--- config.mk ---
export PLATFORM = sky130hd
export DESIGN_NAME = temp_sequencer
export DESIGN_NICKNAME = d
export VERILOG_FILES = /design/src/rtl/temp_sequencer_pkg.sv /design/src/rtl/temp_sequencer_ow_cmd_issue.sv /design/src/rtl/temp_sequencer.sv
export SDC_FILE = /design/constraint.sdc
export NUM_CORES = 1
export LEC_CHECK = 0
export BUFFER_PORTS_ARGS = -buffer_cell sky130_fd_sc_hd__buf_2
export CORE_UTILIZATION = 45
export CTS_BUF_LIST = sky130_fd_sc_hd__clkbuf_4
export CTS_CLUSTER_SIZE = 14
export DETAILED_ROUTE_END_ITERATION = 12
export GPL_ROUTABILITY_DRIVEN = 0
export PLACE_DENSITY = 0.68
export SLEW_MARGIN = 40
export SYNTH_ARGS = -nofsm -noshare
export SYNTH_HDL_FRONTEND = slang
export SYNTH_SLANG_ARGS = --single-unit
--- constraint.sdc ---
create_clock -name i_clk -period 6.17 [get_ports i_clk]
set_clock_uncertainty 0.2 [all_clocks]
set_input_delay 0.3085 -clock i_clk [delete_from_list [all_inputs] [get_ports i_clk]]
set_output_delay 0.3085 -clock i_clk [all_outputs]
set_load 0.02 [all_outputs]
--- src/rtl/temp_sequencer_pkg.sv ---
// Shared one-wire definitions: the command codes understood by the one-wire
// controller, used by both the sequencer and the controller itself.
`timescale 1ns/1ps
package temp_sequencer_pkg;

    localparam int CMD_W = 6;

    typedef enum logic [CMD_W-1:0] {
        OW_IDLE         = 6'd0,
        OW_RESET_DETECT = 6'd1,
        OW_SKIP_ROM     = 6'd2,
        OW_CONVERT_T    = 6'd3,
        OW_READ_SCRATCH = 6'd4,
        OW_NEXT_BYTE    = 6'd5
    } ow_cmd_t;

endpackage

--- src/rtl/temp_sequencer_ow_cmd_issue.sv ---
// One command handshake with the one-wire controller: a single strobe, one guard
// cycle while the controller raises busy, then wait for busy to fall.
`timescale 1ns/1ps
module ow_cmd_issue
    import temp_sequencer_pkg::*;
(
    input  logic             i_clk,
    input  logic             i_rst,
    input  logic             i_go,
    input  logic [CMD_W-1:0] i_code,
    input  logic             i_ow_busy,
    output logic [CMD_W-1:0] o_cmd,
    output logic             o_cmd_en,
    output logic             o_done
);

    typedef enum logic [1:0] {
        PH_ISSUE,
        PH_GUARD,
        PH_WAIT
    } phase_t;

    phase_t phase;
    phase_t phase_next;

    always_ff @(posedge i_clk) begin
        if (i_rst) begin
            phase <= PH_ISSUE;
        end else begin
            phase <= phase_next;
        end
    end

    // Dropping i_go parks the handshake so the next command state strobes at once.
    always_comb begin
        phase_next = phase;
        o_cmd      = OW_IDLE;
        o_cmd_en   = 1'b0;
        o_done     = 1'b0;
        if (!i_go) begin
            phase_next = PH_ISSUE;
        end else begin
            case (phase)
                PH_ISSUE: begin
                    o_cmd      = i_code;
                    o_cmd_en   = 1'b1;
                    phase_next = PH_GUARD;
                end
                PH_GUARD: phase_next = PH_WAIT;
                PH_WAIT: begin
                    if (!i_ow_busy) begin
                        o_done     = 1'b1;
                        phase_next = PH_ISSUE;
                    end
                end
                default: phase_next = PH_ISSUE;
            endcase
        end
    end

endmodule

--- src/rtl/temp_sequencer.sv ---
// Temperature read sequencer: reset/skip/convert, wait for conversion, then
// reset/skip/read-scratchpad and collect the two temperature bytes.
`timescale 1ns/1ps
module temp_sequencer
    import temp_sequencer_pkg::*;
#(
    parameter int CONV_CYCLES = 36_000_000,
    parameter int CW          = 26
) (
    input  logic             i_clk,
    input  logic             i_rst,
    input  logic             i_start,
    output logic [CMD_W-1:0] o_cmd,
    output logic             o_cmd_en,
    input  logic             i_ow_busy,
    input  logic             i_ow_detect,
    input  logic [7:0]       i_ow_data,
    output logic             o_busy,
    output logic [15:0]      o_temp,
    output logic             o_valid,
    output logic             o_no_dev
);

    localparam logic [CW-1:0] CONV_LOAD = CW'(CONV_CYCLES - 1);

    typedef enum logic [3:0] {
        S_IDLE,
        S_RST1,
        S_SKIP1,
        S_CONV,
        S_WAITC,
        S_RST2,
        S_SKIP2,
        S_RDSCR,
        S_BYTE0,
        S_BYTE1,
        S_DONE
    } state_t;

    state_t        state;
    state_t        state_next;
    logic          cmd_go;
    ow_cmd_t       cmd_code;
    logic          cmd_done;
    logic [CW-1:0] count;
    logic [7:0]    lsb;
    logic [15:0]   temp;
    logic          no_dev;

    ow_cmd_issue u_issue (
        .i_clk     (i_clk),
        .i_rst     (i_rst),
        .i_go      (cmd_go),
        .i_code    (cmd_code),
        .i_ow_busy (i_ow_busy),
        .o_cmd     (o_cmd),
        .o_cmd_en  (o_cmd_en),
        .o_done    (cmd_done)
    );

    always_ff @(posedge i_clk) begin
        if (i_rst) begin
            state <= S_IDLE;
        end else begin
            state <= state_next;
        end
    end

    always_comb begin
        state_next = state;
        cmd_go     = 1'b0;
        cmd_code   = OW_IDLE;
        case (state)
            S_IDLE:  if (i_start) state_next = S_RST1;
            S_RST1: begin
                cmd_go   = 1'b1;
                cmd_code = OW_RESET_DETECT;
                if (cmd_done) state_next = i_ow_detect ? S_SKIP1 : S_IDLE;
            end
            S_SKIP1: begin
                cmd_go   = 1'b1;
                cmd_code = OW_SKIP_ROM;
                if (cmd_done) state_next = S_CONV;
            end
            S_CONV: begin
                cmd_go   = 1'b1;
                cmd_code = OW_CONVERT_T;
                if (cmd_done) state_next = S_WAITC;
            end
            S_WAITC: if (count == '0) state_next = S_RST2;
            S_RST2: begin
                cmd_go   = 1'b1;
                cmd_code = OW_RESET_DETECT;
                if (cmd_done) state_next = i_ow_detect ? S_SKIP2 : S_IDLE;
            end
            S_SKIP2: begin
                cmd_go   = 1'b1;
                cmd_code = OW_SKIP_ROM;
                if (cmd_done) state_next = S_RDSCR;
            end
            S_RDSCR: begin
                cmd_go   = 1'b1;
                cmd_code = OW_READ_SCRATCH;
                if (cmd_done) state_next = S_BYTE0;
            end
            S_BYTE0: begin
                cmd_go   = 1'b1;
                cmd_code = OW_NEXT_BYTE;
                if (cmd_done) state_next = S_BYTE1;
            end
            S_BYTE1: begin
                cmd_go   = 1'b1;
                cmd_code = OW_NEXT_BYTE;
                if (cmd_done) state_next = S_DONE;
            end
            S_DONE:  state_next = S_IDLE;
            default: state_next = S_IDLE;
        endcase
    end

    // The conversion counter is loaded as CONVERT_T completes and only counts down while nonzero.
    always_ff @(posedge i_clk) begin
        if (i_rst) begin
            count  <= '0;
            lsb    <= '0;
            temp   <= '0;
            no_dev <= 1'b0;
        end else begin
            if (state == S_CONV && cmd_done) begin
                count <= CONV_LOAD;
            end else if (state == S_WAITC && count != '0) begin
                count <= count - CW'(1);
            end
            if ((state == S_RST1 || state == S_RST2) && cmd_done) begin
                no_dev <= !i_ow_detect;
            end
            if (state == S_BYTE0 && cmd_done) begin
                lsb <= i_ow_data;
            end
            if (state == S_BYTE1 && cmd_done) begin
                temp <= {i_ow_data, lsb};
            end
        end
    end

    assign o_busy   = (state != S_IDLE);
    assign o_valid  = (state == S_DONE);
    assign o_temp   = temp;
    assign o_no_dev = no_dev;

endmodule

Word level (Yosys, flattened, before mapping)
Cells that the tools add are included.

operators by class
  $add $sub $neg = 1
  eq/ne operators = 23
  muxes and demuxes = 26
  bitwise gates (word level) = 1
  reduce and logical (&&, ||, !) cells = 20

operators with widths
  kind                                                                   count
  26-bit two-way mux                                                     2
  4-bit two-way mux                                                      10
  4-bit one-hot mux with 10 select lines                                 1
  26-bit zero test                                                       1
  26-bit nonzero test                                                    1
  26-bit by 1-bit subtractor with 26-bit output (second input constant)  1
  2-bit inequality test (second input constant)                          11
  4-bit by 3-bit == test with 1-bit output (second input constant)       4
  3-bit one-hot mux with 5 select lines                                  1
  4-bit == test (second input constant)                                  3
  10-bit AND reduction                                                   1
  2-bit OR reduction                                                     5
  4-bit by 2-bit == test with 1-bit output (second input constant)       2
  8-bit OR reduction                                                     1
  1-bit two-way mux                                                      6
  3-bit two-way mux                                                      2
  6-bit two-way mux                                                      1
  2-bit one-hot mux with 3 select lines                                  1
  1-bit logical AND                                                      5
  4-bit by 1-bit == test with 1-bit output (second input constant)       1
  4-bit zero test                                                        1
  2-bit two-way mux                                                      2
  4-bit nonzero test                                                     1
  2-bit by 1-bit == test with 1-bit output (second input constant)       1
  other kinds (6)                                                        6

storage, ports and cells
  register bits after elaboration = 57
  bits of input ports = 13

Longest topological paths before layout
Gate-level depths: netlist (run 1).

  depth in word-level cells = 6
  depth in mapped cells = 10
  depth with buffers taken out = 7

By module
From an unflattened synthesis (run 1), not the netlist that was laid out.

second synthesis, totals
  cell total of the unflattened synthesis = 319
  area total of the unflattened synthesis = 2768.9 um^2

by module, submodules not included
  module          instances  cells each  area each (um^2)  sequential area each (um^2)
  temp_sequencer  1          304         2630.0            1101.1
  ow_cmd_issue    1          15          138.9             40.0

Worst setup path before layout (run 1)
OpenSTA, ideal clock, no wires.

  path type = reg-to-reg
  start = register count[0]
  end = register count[21]
  library setup time = 133 ps
  arrival = 2184 ps
  required time = 5837 ps
  setup slack = 3654 ps
  stages on the path, launching flop included = 11
  path buffers = 3
  cell sequence = dfxtp_1 > inv_1 > ha_1 > or4b_1 > clkbuf_1 > or3_1 > clkbuf_1 > buf_2 > o2111ai_1 > xor2_1 > a21oi_1

on the way
  word-level cells in the longest chain between the ends = 3
  elaborated cells between the ends (all ways) = 6

ends and longest elaborated chain
  what                                                                                         RTL line                                      source
  from (decl)                                                                                  temp_sequencer.sv:45                          logic [CW-1:0] count;
  from (signal assigned)                                                                       temp_sequencer.sv:132                         count <= count - CW'(1);
  26-bit by 1-bit subtractor with 26-bit output / 26-bit nonzero test (equally long branches)  temp_sequencer.sv:132, temp_sequencer.sv:131
  26-bit two-way mux / 1-bit logical AND (equally long branches)                               temp_sequencer.sv:131                         end else if (state == S_WAITC && count != '0) begin
  26-bit two-way mux / 2-bit nonzero test (equally long branches)                              n/a

Several ways; a longest one is shown, not always the timed one. The select of a mux whose other input is x is not followed.
A chain may end at the register's enable or synchronous reset.

Worst setup path in the final report (run 1)
  start = register count[0]
  end = register count[4]

The elaborated chain is that of the path after synthesis.

==> impl_results.md, run 1 <==
- Status: completed
- Port bufs: 35
- Post-cts resize count: 0
- Hold Fails Final Rpt: 0
- Largest net degree at the start of global routing: 48
- Worst skew pair latency: 390 ps
- Die H: between 70 and 80 microns
- Fillcell total: 561
- Yosys warns: 0
- Mapped Cells: between 300 and 400
- CTS Buf Count: 9
- Multi-input gate area: between 1000 and 1500 sq um
- Initial Util: 0.473
- Clock transition at the registers of the reported paths: ~90 ps
- Ys async rst share: 0
- Core ar.: 5610 sq um
- RSZ-0062 raised after global routing: false
- Synth top area share: 0.430
- Die W: 78.8 microns
- Full die area: roughly 6200 sq um
- Final nets: about 360
- Mapped Avg Cell Area: roughly 8.5 sq um
- Drt first pass iters: 4
- CP Max Fanout: 14
- Worst-margin pin slew: roughly 680 ps
- PD cells: 233 nW/um^2
- CP arrival: 2910 ps
- Clock root buffer master: clkbuf_4
- Overall power: approximately 700 uW
- Synth area leader: dfxtp_1
- Gr ovfl total: 0
- Ports: 39
- DR iter-0 viols: 234
- Remaining antenna violation count after routing: 0
- Max-Cap Viols: 0
- Unique cell type count in the Yosys netlist: 47
- VDD IR max: ~0.18 mV
- Top post-synthesis cells by area: dfxtp_1 (43%), a21oi_1 (7.2%), xor2_1 (5.6%)
- TritonCTS Sinks: 57
- Fmax: around 360 MHz
- Final setup fails: 0
- Worst rel slew slack: 0.544
- Layout cells sized above 1: 0.179
- GRT Overall Usage: 0.200
- CTS Buffer Depth: 2
- First-pass GRT wire length: between 9 and 10 mm
- Drt total wl: roughly 5.6 mm
- Final Util: 0.537
- DP HPWL: roughly 3.7 mm
- Antenna fix cells: 0
- Post-synth EDFFs: 0
- Final TNS setup: 0 ps
- Fin crit period: around 2800 ps
- Period utilization: 0.455
- Worst Hold Class: in2reg
- DR WL/cell: around 13 microns
- Syn Std Cell Area: 2650 sq um
- Number of antenna violations at the first check in global routing: 0
- DR DRC count: 0
- Area Overhead vs Synth: 13.6%
- Pins Over Slew Limit: 0
- Seq. cell area: 1140 sq um
- Setup CP Type: reg2reg
- Critical path endpoint category: flip-flop
- Critical Path RT: roughly 6300 ps
- Post-synthesis sequential element count: between 50 and 60
- Pleak: roughly 0.0012 uW
- TritonCTS clock tree: yes
- DR vias: 2,331
- Register area share after synthesis: 0.430
- Number of global-route vias before repair: 1,993
- CP startpoint kind: flip-flop
- H-tree Lvls: 3
- Site Rows: 27
- Vias per std cell: ~5.5
- Main flop type after synthesis: dfxtp_1
## placed cells by master (no fill, tap or decap), drive strengths merged, types with 3 or more instances in the layout
cell type and n:
mux2i 9, buf 36, nor3 9, nand2 39, nand4 4, xor2 17
or4b 4, dlygate4sd3 9, clkinv 3, o21ai 8, nand3 4, inv 6
nor2b 3, clkbuf 11, nor4 7, conb 3, or4 7, nor2 29
or2 3, or3 7, o211ai 4, o2111ai 4, dfxtp 57, o31ai 5
a21oi 38
## through the flow
stage	setup WS, ps	hold WS, ps	cell area (sq um)	cells
after floorplan	3650	204	2660	315
after global placement	3430	239	2810	399
after detailed placement	3420	244	2820	399
after CTS	3390	50.9	3010	423
after global routing	3180	67.4	3010	423
final	3370	85.0	3010	423
## what timing repair did
| action | in CTS | in global routing |
|---|---|---|
| setup buffers | 0 | 0 |
| hold buffers | 9 | 0 |
| endpoints found under the hold margin | 17 | 0 |
## final timing paths
check | startpoint | end | slack, ps | cells after the start
worst max register to register | count[0] | count[4] | 3370 | 7
worst max-delay path | count[0] | count[4] | 3370 | 7
worst min register to register | lsb[1] | o_temp[1] | 250 | 2
worst min-delay path | i_ow_busy | u_issue.phase[1] | 90 | 4
## synthesized netlist by cell type, drive strengths merged (7+ instances only)
cell type	n
dfxtp	57
nand2	39
a21oi	38
nor2	29
clkbuf	17
xor2	17
mux2i	9
nor3	9
o21ai	8
buf	7
nor4	7
or3	7
or4	7
## worst max-delay path, stage by stage, from the launching register on
cell and delay (ps):
dfxtp_1 330, inv_1 60, ha_1 170, or4b_1 600, or3_1 660, o21ai_2 370
o21ai_0 140, a31oi_1 190
## sequential cells by signal, summed over array words and instances, names as in the netlist
register       flops
lsb                8
o_no_dev           1
count             26
state              4
u_issue.phase      2
o_temp            16
## area by class of cell
class | instances | area share
multi-input combinational | 228 | 0.458
inverter | 6 | 0.00748
timing repair buffer | 45 | 0.0914
tap | 72 | 0.0299
clock inverter | 4 | 0.00706
sequential | 57 | 0.379
clock buffer | 11 | 0.0274
## per-layer routing
layer / vias to the layer above / track usage / share of wire
met5: - / 0 / 0
met4: 0 / 0.0630 / 0.0085
met3: 4 / 0.0839 / 0.056
met2: 60 / 0.297 / 0.46
met1: 1096 / 0.261 / 0.47
li1: 1171 / - / -
## cell families (layout without fill, tap and decap cells)
logic type	Yosys count	in the layout	synth area share
adders and majority gates	1	1	0.00472
AOI/OAI and AO/OA	68	68	0.153
other	1	3	0.00141
and+or+nand+nor	126	126	0.252
xor gates and xnor gates	19	19	0.0627
muxes	11	11	0.0425
DFF	57	57	0.430
buffers and inverters	30	66	0.0533
## power by group
part,switching [uW],leakage (uW),internal [uW]
Sequential,15.1,0.000459,374
Clock,130,0.0000601,87.1
Combinational,55.3,0.000700,40.4
Total,200,0.00122,502
Note: power is estimated with default switching activity, not from simulation.
==> run 2: changes to the inputs <==
ABC_AREA = 1   (was unset)
PLACE_DENSITY = 0.67   (was 0.68)
clock period = 2.8 ns   (was 6.17 ns; I/O delays follow)
==> run 2 against run 1 <==
Effect of this change:
- maximum frequency increased by 22%
- clock-buffer cell count decreased by 2
- critical path depth increased by 1
- first-iteration DRC count decreased by 49%
- via count increased by 32%
- clock power increased to 3.3 times the previous value
- worst hold slack improved by 160 ps
- area after synthesis increased by 22%
- highest routed layer unchanged
==> impl_results.md, run 2 <==
- Cts hold-fix bufs: 13 (+4)
- Ports: 39 (unchanged)
- Finished Layout Cells: 627 (+48%)
- Port bufs: 35 (unchanged)
- DP HPWL: 5.16 mm (+41%)
- Sw Ratio: 0.422 (+0.137)
- VDD IR max: 0.492 mV (+170%)
- Number of global-route vias before repair: 2,716 (+36%)
- DR vias: 3,067 (+32%)
- CP arrival: 2400 ps (-510 ps)
- Register name with the most flops: count
- Clock share of power: 0.247 (-0.062)
- Critical path endpoint category: flip-flop
- Number of flip-flops under the largest register name: 26 (unchanged)
- Post-Place Worst Slack: 593 ps (-2820 ps)
- Setup WS post-layout: 505 ps (-2860 ps)
- DR iter-0 viols: 120 (-49%)
- Ys async rst share: 0 (unchanged)
- Final nets: 540 (+50%)
- RSZ-0062 raised after global routing: false
- Main flop type after synthesis: dfxtp_1
- Area Overhead vs Synth: 15.1%
- CTS Buf Count: 9 (unchanged)
- Placed insts: 598 (+50%)
- Int Pwr: 1670 uW (+230%)
- Vias per std cell: 4.89 (-11%)
- Clock transition at the registers of the reported paths: 110 ps (+20 ps)
- Full die area: 7500 sq um (+21%)
- Post-cts resize count: 0 (unchanged)
- First-pass GRT wire length: 12.2 mm (+29%)
- P_sw: 1220 uW (+510%)
- Mapped Cells: 482 (+54%)
- Pins Over Slew Limit: 0 (unchanged)
- DR DRC count: 0 (unchanged)
- GRT Overall Usage: 0.208 (+0.00840)
- Critical Path RT: 2900 ps (-3380 ps)
- CTS Buffer Depth: 2 (unchanged)
- Seq pwr share: 0.322 (-0.233)
- Top post-synthesis cells by area: dfxtp_1 (35%), nand2_1 (12%), nor2_1 (8.5%)
- Fin crit period: 2300 ps (-509 ps)
- Site Rows: 30 (+11%)
- Die H: 86.6 microns (+10%)
- Commonest non-fill, non-tap cell in the layout: nand2_1
- Drt first pass iters: 5 (+1)
- Period utilization: 0.820 (+0.365)
- Number of antenna violations at the first check in global routing: 0 (unchanged)
- Top post-synthesis cells by count: nand2_1 (105), nor2_1 (73), dfxtp_1 (57), inv_1 (56), a21oi_1 (31)
- Count leader, synth: nand2_1
- CP Max Fanout: 15 (+1)
- Synth area leader: dfxtp_1
- Largest net degree at the start of global routing: 26 (-46%)
- PD cells: 780 nW/um^2 (+230%)
- Post-synth EDFFs: 0 (unchanged)
- Worst skew pair latency: 410 ps (+20 ps)
- Initial Util: 0.469 (-0.00379)
- Commonest non-fill, non-tap cells in the layout: nand2_1 (105), nor2_1 (73), dfxtp_1 (57)
- Final setup fails: 0 (unchanged)
- Register area share after synthesis: 0.354 (-0.0762)
- TritonCTS Sinks: 57 (unchanged)
- Clock root buffer master: clkbuf_4
- Setup Fix Bufs, Post-CTS: 0 (unchanged)
- Worst rel slew slack: 0.662 (+0.118)
- Final TNS setup: 0 ps (unchanged)
- Syn Std Cell Area: 3220 sq um (+22%)
- Post-synthesis sequential element count: 57 (unchanged)
- Yosys warns: 0 (unchanged)
- Layout cells sized above 1: 0.168 (-0.0119)
- Comb pwr share: 0.432 (+0.296)
- Hold Fails Final Rpt: 0 (unchanged)
- Status: completed
- Unique cell type count in the Yosys netlist: 37 (-21%)
- Worst Hold Class: in2reg
- Antenna fix cells: 0 (unchanged)
- Drt total wl: 7.11 mm (+26%)
- Fmax: 436 MHz (+22%)
- Max-Cap Viols: 0 (unchanged)
- H-tree Lvls: 3 (unchanged)
- DR WL/cell: 11.3 microns (-15%)
- CP startpoint kind: flip-flop
- Die W: 86.6 microns (+10%)
- Synth top area share: 0.354 (-0.0762)
- TritonCTS clock tree: yes
- Core ar.: 6870 sq um (+22%)
- Mapped Avg Cell Area: 6.69 sq um (-21%)
- Gr ovfl total: 0 (unchanged)
- Setup CP Type: reg2reg
- Pleak: 0.00181 uW (+48%)
- Remaining antenna violation count after routing: 0 (unchanged)
- Fillcell total: 702 (+25%)
- Worst-margin pin slew: 503 ps (-180 ps)
==> run 2: cell types whose count changed after synthesis, sizes merged, moves of 13 or more <==
cell    before  now
nand2       39  111
nor2        29   90
inv          6   63
nand3        4   30
o21ai        8   32
clkbuf      17    4
==> run 2: path summary, 6_finish.rpt <==
check | start | end | slack (ps) | depth (start not counted)
worst max-delay path | state[3] | lsb[7] | 500 | 8
worst min-delay path | i_ow_detect | o_no_dev | 250 | 3
worst max register to register | state[3] | lsb[7] | 500 | 8
worst min register to register | lsb[0] | o_temp[0] | 250 | 2
==> run 2: cell families after synthesis <==
kind of cell,share of synthesized area
and+or+nand+nor,0.366
AOI/OAI and AO/OA,0.125
xor gates and xnor gates,0.0380
other,0.00116
DFF,0.354
adders and majority gates,0.00388
buffers and inverters,0.112
==> run 2: metal layers <==
metal  GRT usage  routed length (microns)
met2       0.328                     3230
met4      0.0833                      131
met3      0.0552                      399
met1       0.271                     3350
met5           0                        0
==> run 2: power by group through the flow <==
| stage | Combinational (uW) | Clock (uW) | Sequential, uW |
|---|---|---|---|
| 2_1_floorplan | 1020 | 0 | 934 |
| 3_3_place_gp | 1220 | 0 | 948 |
| 6_report | 1250 | 714 | 931 |
| 4_1_cts | 1250 | 733 | 930 |
| 5_1_grt | 1410 | 770 | 940 |
| 3_5_place_dp | 1230 | 0 | 948 |
==> run 2: worst max-delay path, stage by stage, from the launching register on <==
cell and delay (ps):
dfxtp_1 500, inv_2 80, nor2_1 130, inv_1 70
nor2_1 150, nand2_1 300, nand2_1 140, a21oi_1 70
dlygate4sd3_1 560
==> run 2: final cells by class <==
type	instances	area, sq um	area share
flip-flops and latches	57	1140	0.308
inverters	63	236	0.0637
clock buffers	9	67.6	0.0182
well taps	96	120	0.0324
clock inverters	7	103	0.0277
multi-input cells	346	1730	0.466
repair buffers	49	313	0.0843
==> run 2: per-stage QoR <==
step / total power [uW] / area (sq um) / util / hold WS, ps
floorplan: 1960 / 3230 / - / 29.8
CTS: 2920 / 3710 / 0.540 / 215
global route: 3120 / 3710 / 0.540 / 241
global placement: 2170 / 3410 / 0.496 / 131
detailed placement: 2180 / 3410 / 0.496 / 142
finish: 2900 / 3710 / 0.540 / 250
==> run 3: changes to the inputs <==
clock period = 2.4 ns   (was 2.8 ns; I/O delays follow)
==> run 3 against run 2 <==
Effect of this change:
- first-iteration DRC count is 12% higher
- via count is 1.3% lower
- sequential power is 17% higher
- die area stayed put
- power is 17% higher
- worst hold slack worse by 9.6 ps
- sequential share of layout area is 0.10 points lower
- largest cell class unchanged
- combinational power is 17% higher
- highest routed layer unchanged
- register-to-register slack worse by 300 ps
- cell area is 0.34% higher
- clock-buffer cell count stayed put
==> impl_results.md, run 3 (synthesis results as in run 2) <==
- TritonCTS clock tree: yes
- Die H: 86.6 microns (unchanged)
- Register name with the most flops: count
- Ports: 39 (unchanged)
- Post-cts resize count: 0 (unchanged)
- H-tree Lvls: 3 (unchanged)
- Largest net degree at the start of global routing: 26 (unchanged)
- Remaining antenna violation count after routing: 0 (unchanged)
- Number of antenna violations at the first check in global routing: 0 (unchanged)
- DR WL/cell: 11.6 microns (+2.2%)
- R2R cell count: 10 (+2)
- Fin crit period: 2200 ps (-99.3 ps)
- Pleak: 0.00181 uW (+0.34%)
- Number of global-route vias before repair: 2,782 (+2.4%)
- GRT Overall Usage: 0.213 (+0.00523)
- Site Rows: 30 (unchanged)
- Final TNS setup: 0 ps (unchanged)
- Fmax: 455 MHz (+4.5%)
- Worst reg2reg setup slack: 200 ps (-300 ps)
- Die W: 86.6 microns (unchanged)
- RR Endpoint: count[25]
- Critical Path RT: 2570 ps (-330 ps)
- Hold Fails Final Rpt: 0 (unchanged)
- Worst setup path end: count[25]
- Antenna fix cells: 0 (unchanged)
- CTS Buffer Depth: 2 (unchanged)
- Status: completed
- Final setup fails: 0 (unchanged)
- Critical path endpoint category: flip-flop
- Clock root buffer master: clkbuf_4
- First-pass GRT wire length: 12.6 mm (+3.3%)
- VDD IR max: 0.532 mV (+8.2%)
- Setup WS post-layout: 204 ps (-301 ps)
- Vias per std cell: 4.81 (-1.7%)
- Pins Over Slew Limit: 0 (unchanged)
- Commonest non-fill, non-tap cells in the layout: nand2_1 (105), nor2_1 (73), dfxtp_1 (57)
- Initial Util: 0.469 (unchanged)
- Drt total wl: 7.30 mm (+2.5%)
- TritonCTS Sinks: 57 (unchanged)
- Area Overhead vs Synth: 15.5%
- Port bufs: 35 (unchanged)
- Period utilization: 0.915 (+0.0953)
- CTS Buf Count: 9 (unchanged)
- Full die area: 7500 sq um (unchanged)
- Setup CP Type: reg2reg
- Post-Place Worst Slack: 221 ps (-372 ps)
- Worst rel slew slack: 0.660 (-0.00105)
- RSZ-0062 raised after global routing: false
- Layout cells sized above 1: 0.173 (+0.00500)
- Max-Cap Viols: 0 (unchanged)
- DR DRC count: 0 (unchanged)
- CP Max Fanout: 17 (+2)
- Final nets: 542 (+0.37%)
- DP HPWL: 5.22 mm (+1.2%)
- Core ar.: 6870 sq um (unchanged)
- Reg2Reg Launch Point: count[0]
- Gr ovfl total: 0 (unchanged)
- Commonest non-fill, non-tap cell in the layout: nand2_1
- Overall power: 3400 uW (+17%)
- DR vias: 3,026 (-1.3%)
- Fillcell total: 689 (-1.9%)
- Clock transition at the registers of the reported paths: 110 ps (about the same)
- CP startpoint kind: flip-flop
- PD cells: 914 nW/um^2 (+17%)
- CP arrival: 2360 ps (-40 ps)
- Worst-margin pin slew: 509 ps (+5.66 ps)
- Number of flip-flops under the largest register name: 26 (unchanged)
- Drt first pass iters: 4 (-1)
- Worst Hold Class: in2reg
- Worst Setup SP: count[0]
- DR iter-0 viols: 134 (+12%)
- Worst skew pair latency: 420 ps (about the same)
[run 3: timing repair]
item | in CTS | in global routing
hold buffers | 12 | 0
setup buffers | 0 | 0
endpoints found under the setup margin | 0 | 2
endpoints found under the hold margin | 26 | 0
[run 3: critical path: stages, from the launching register on]
cell and delay [ps]:
dfxtp_1 320, inv_1 170, ha_1 260, nand2_1 80, nor2_2 180, nand3_2 170, o21ai_4 420, nand3_1 140
nand3_1 110, nand2_1 60, inv_1 40
[run 3: worst min-delay path by stage]
stage / slack, ps / from / depth (start not counted) / to
final: 240 / i_ow_detect / 3 / o_no_dev
after global routing: 240 / i_ow_detect / 3 / o_no_dev
after CTS: 210 / i_ow_detect / 3 / o_no_dev
after detailed placement: 120 / i_ow_detect / 2 / o_no_dev
after global placement: 110 / i_ow_detect / 2 / o_no_dev
after floorplan: 10 / i_ow_detect / 1 / o_no_dev
[run 3: metrics by stage]
stage	instance area, sq um	util	hold slack (ps)	instances
after floorplan	3230	-	9.80	484
after global placement	3430	0.500	114	601
after detailed placement	3430	0.500	125	601
after CTS	3720	0.542	208	629
after global routing	3720	0.542	245	629
final	3720	0.542	240	629
[run 3: routing by layer]
| metal | global-route usage | routed length, microns | vias up |
|---|---|---|---|
| met4 | 0.0924 | 136 | 0 |
| met5 | 0 | 0 | - |
| met2 | 0.341 | 3340 | 59 |
| li1 | - | - | 1610 |
| met1 | 0.285 | 3550 | 1346 |
| met3 | 0.0352 | 266 | 11 |
[run 3: report_power, final]
group / internal (uW) / switching (uW) / total [uW]
logic: 514 / 947 / 1460
clock network: 430 / 422 / 853
registers: 1010 / 75.8 / 1090
[run 3: area by class of cell]
| type | count | area (sq um) | share of cell area |
|---|---|---|---|
| Clock buffer | 9 | 67.6 | 0.0182 |
| Sequential cell | 57 | 1140 | 0.307 |
| Clock inverter | 7 | 103 | 0.0276 |
| Multi-Input combinational cell | 346 | 1730 | 0.465 |
| Timing Repair Buffer | 51 | 325 | 0.0874 |
| Tap cell | 96 | 120 | 0.0323 |
| Inverter | 63 | 236 | 0.0635 |
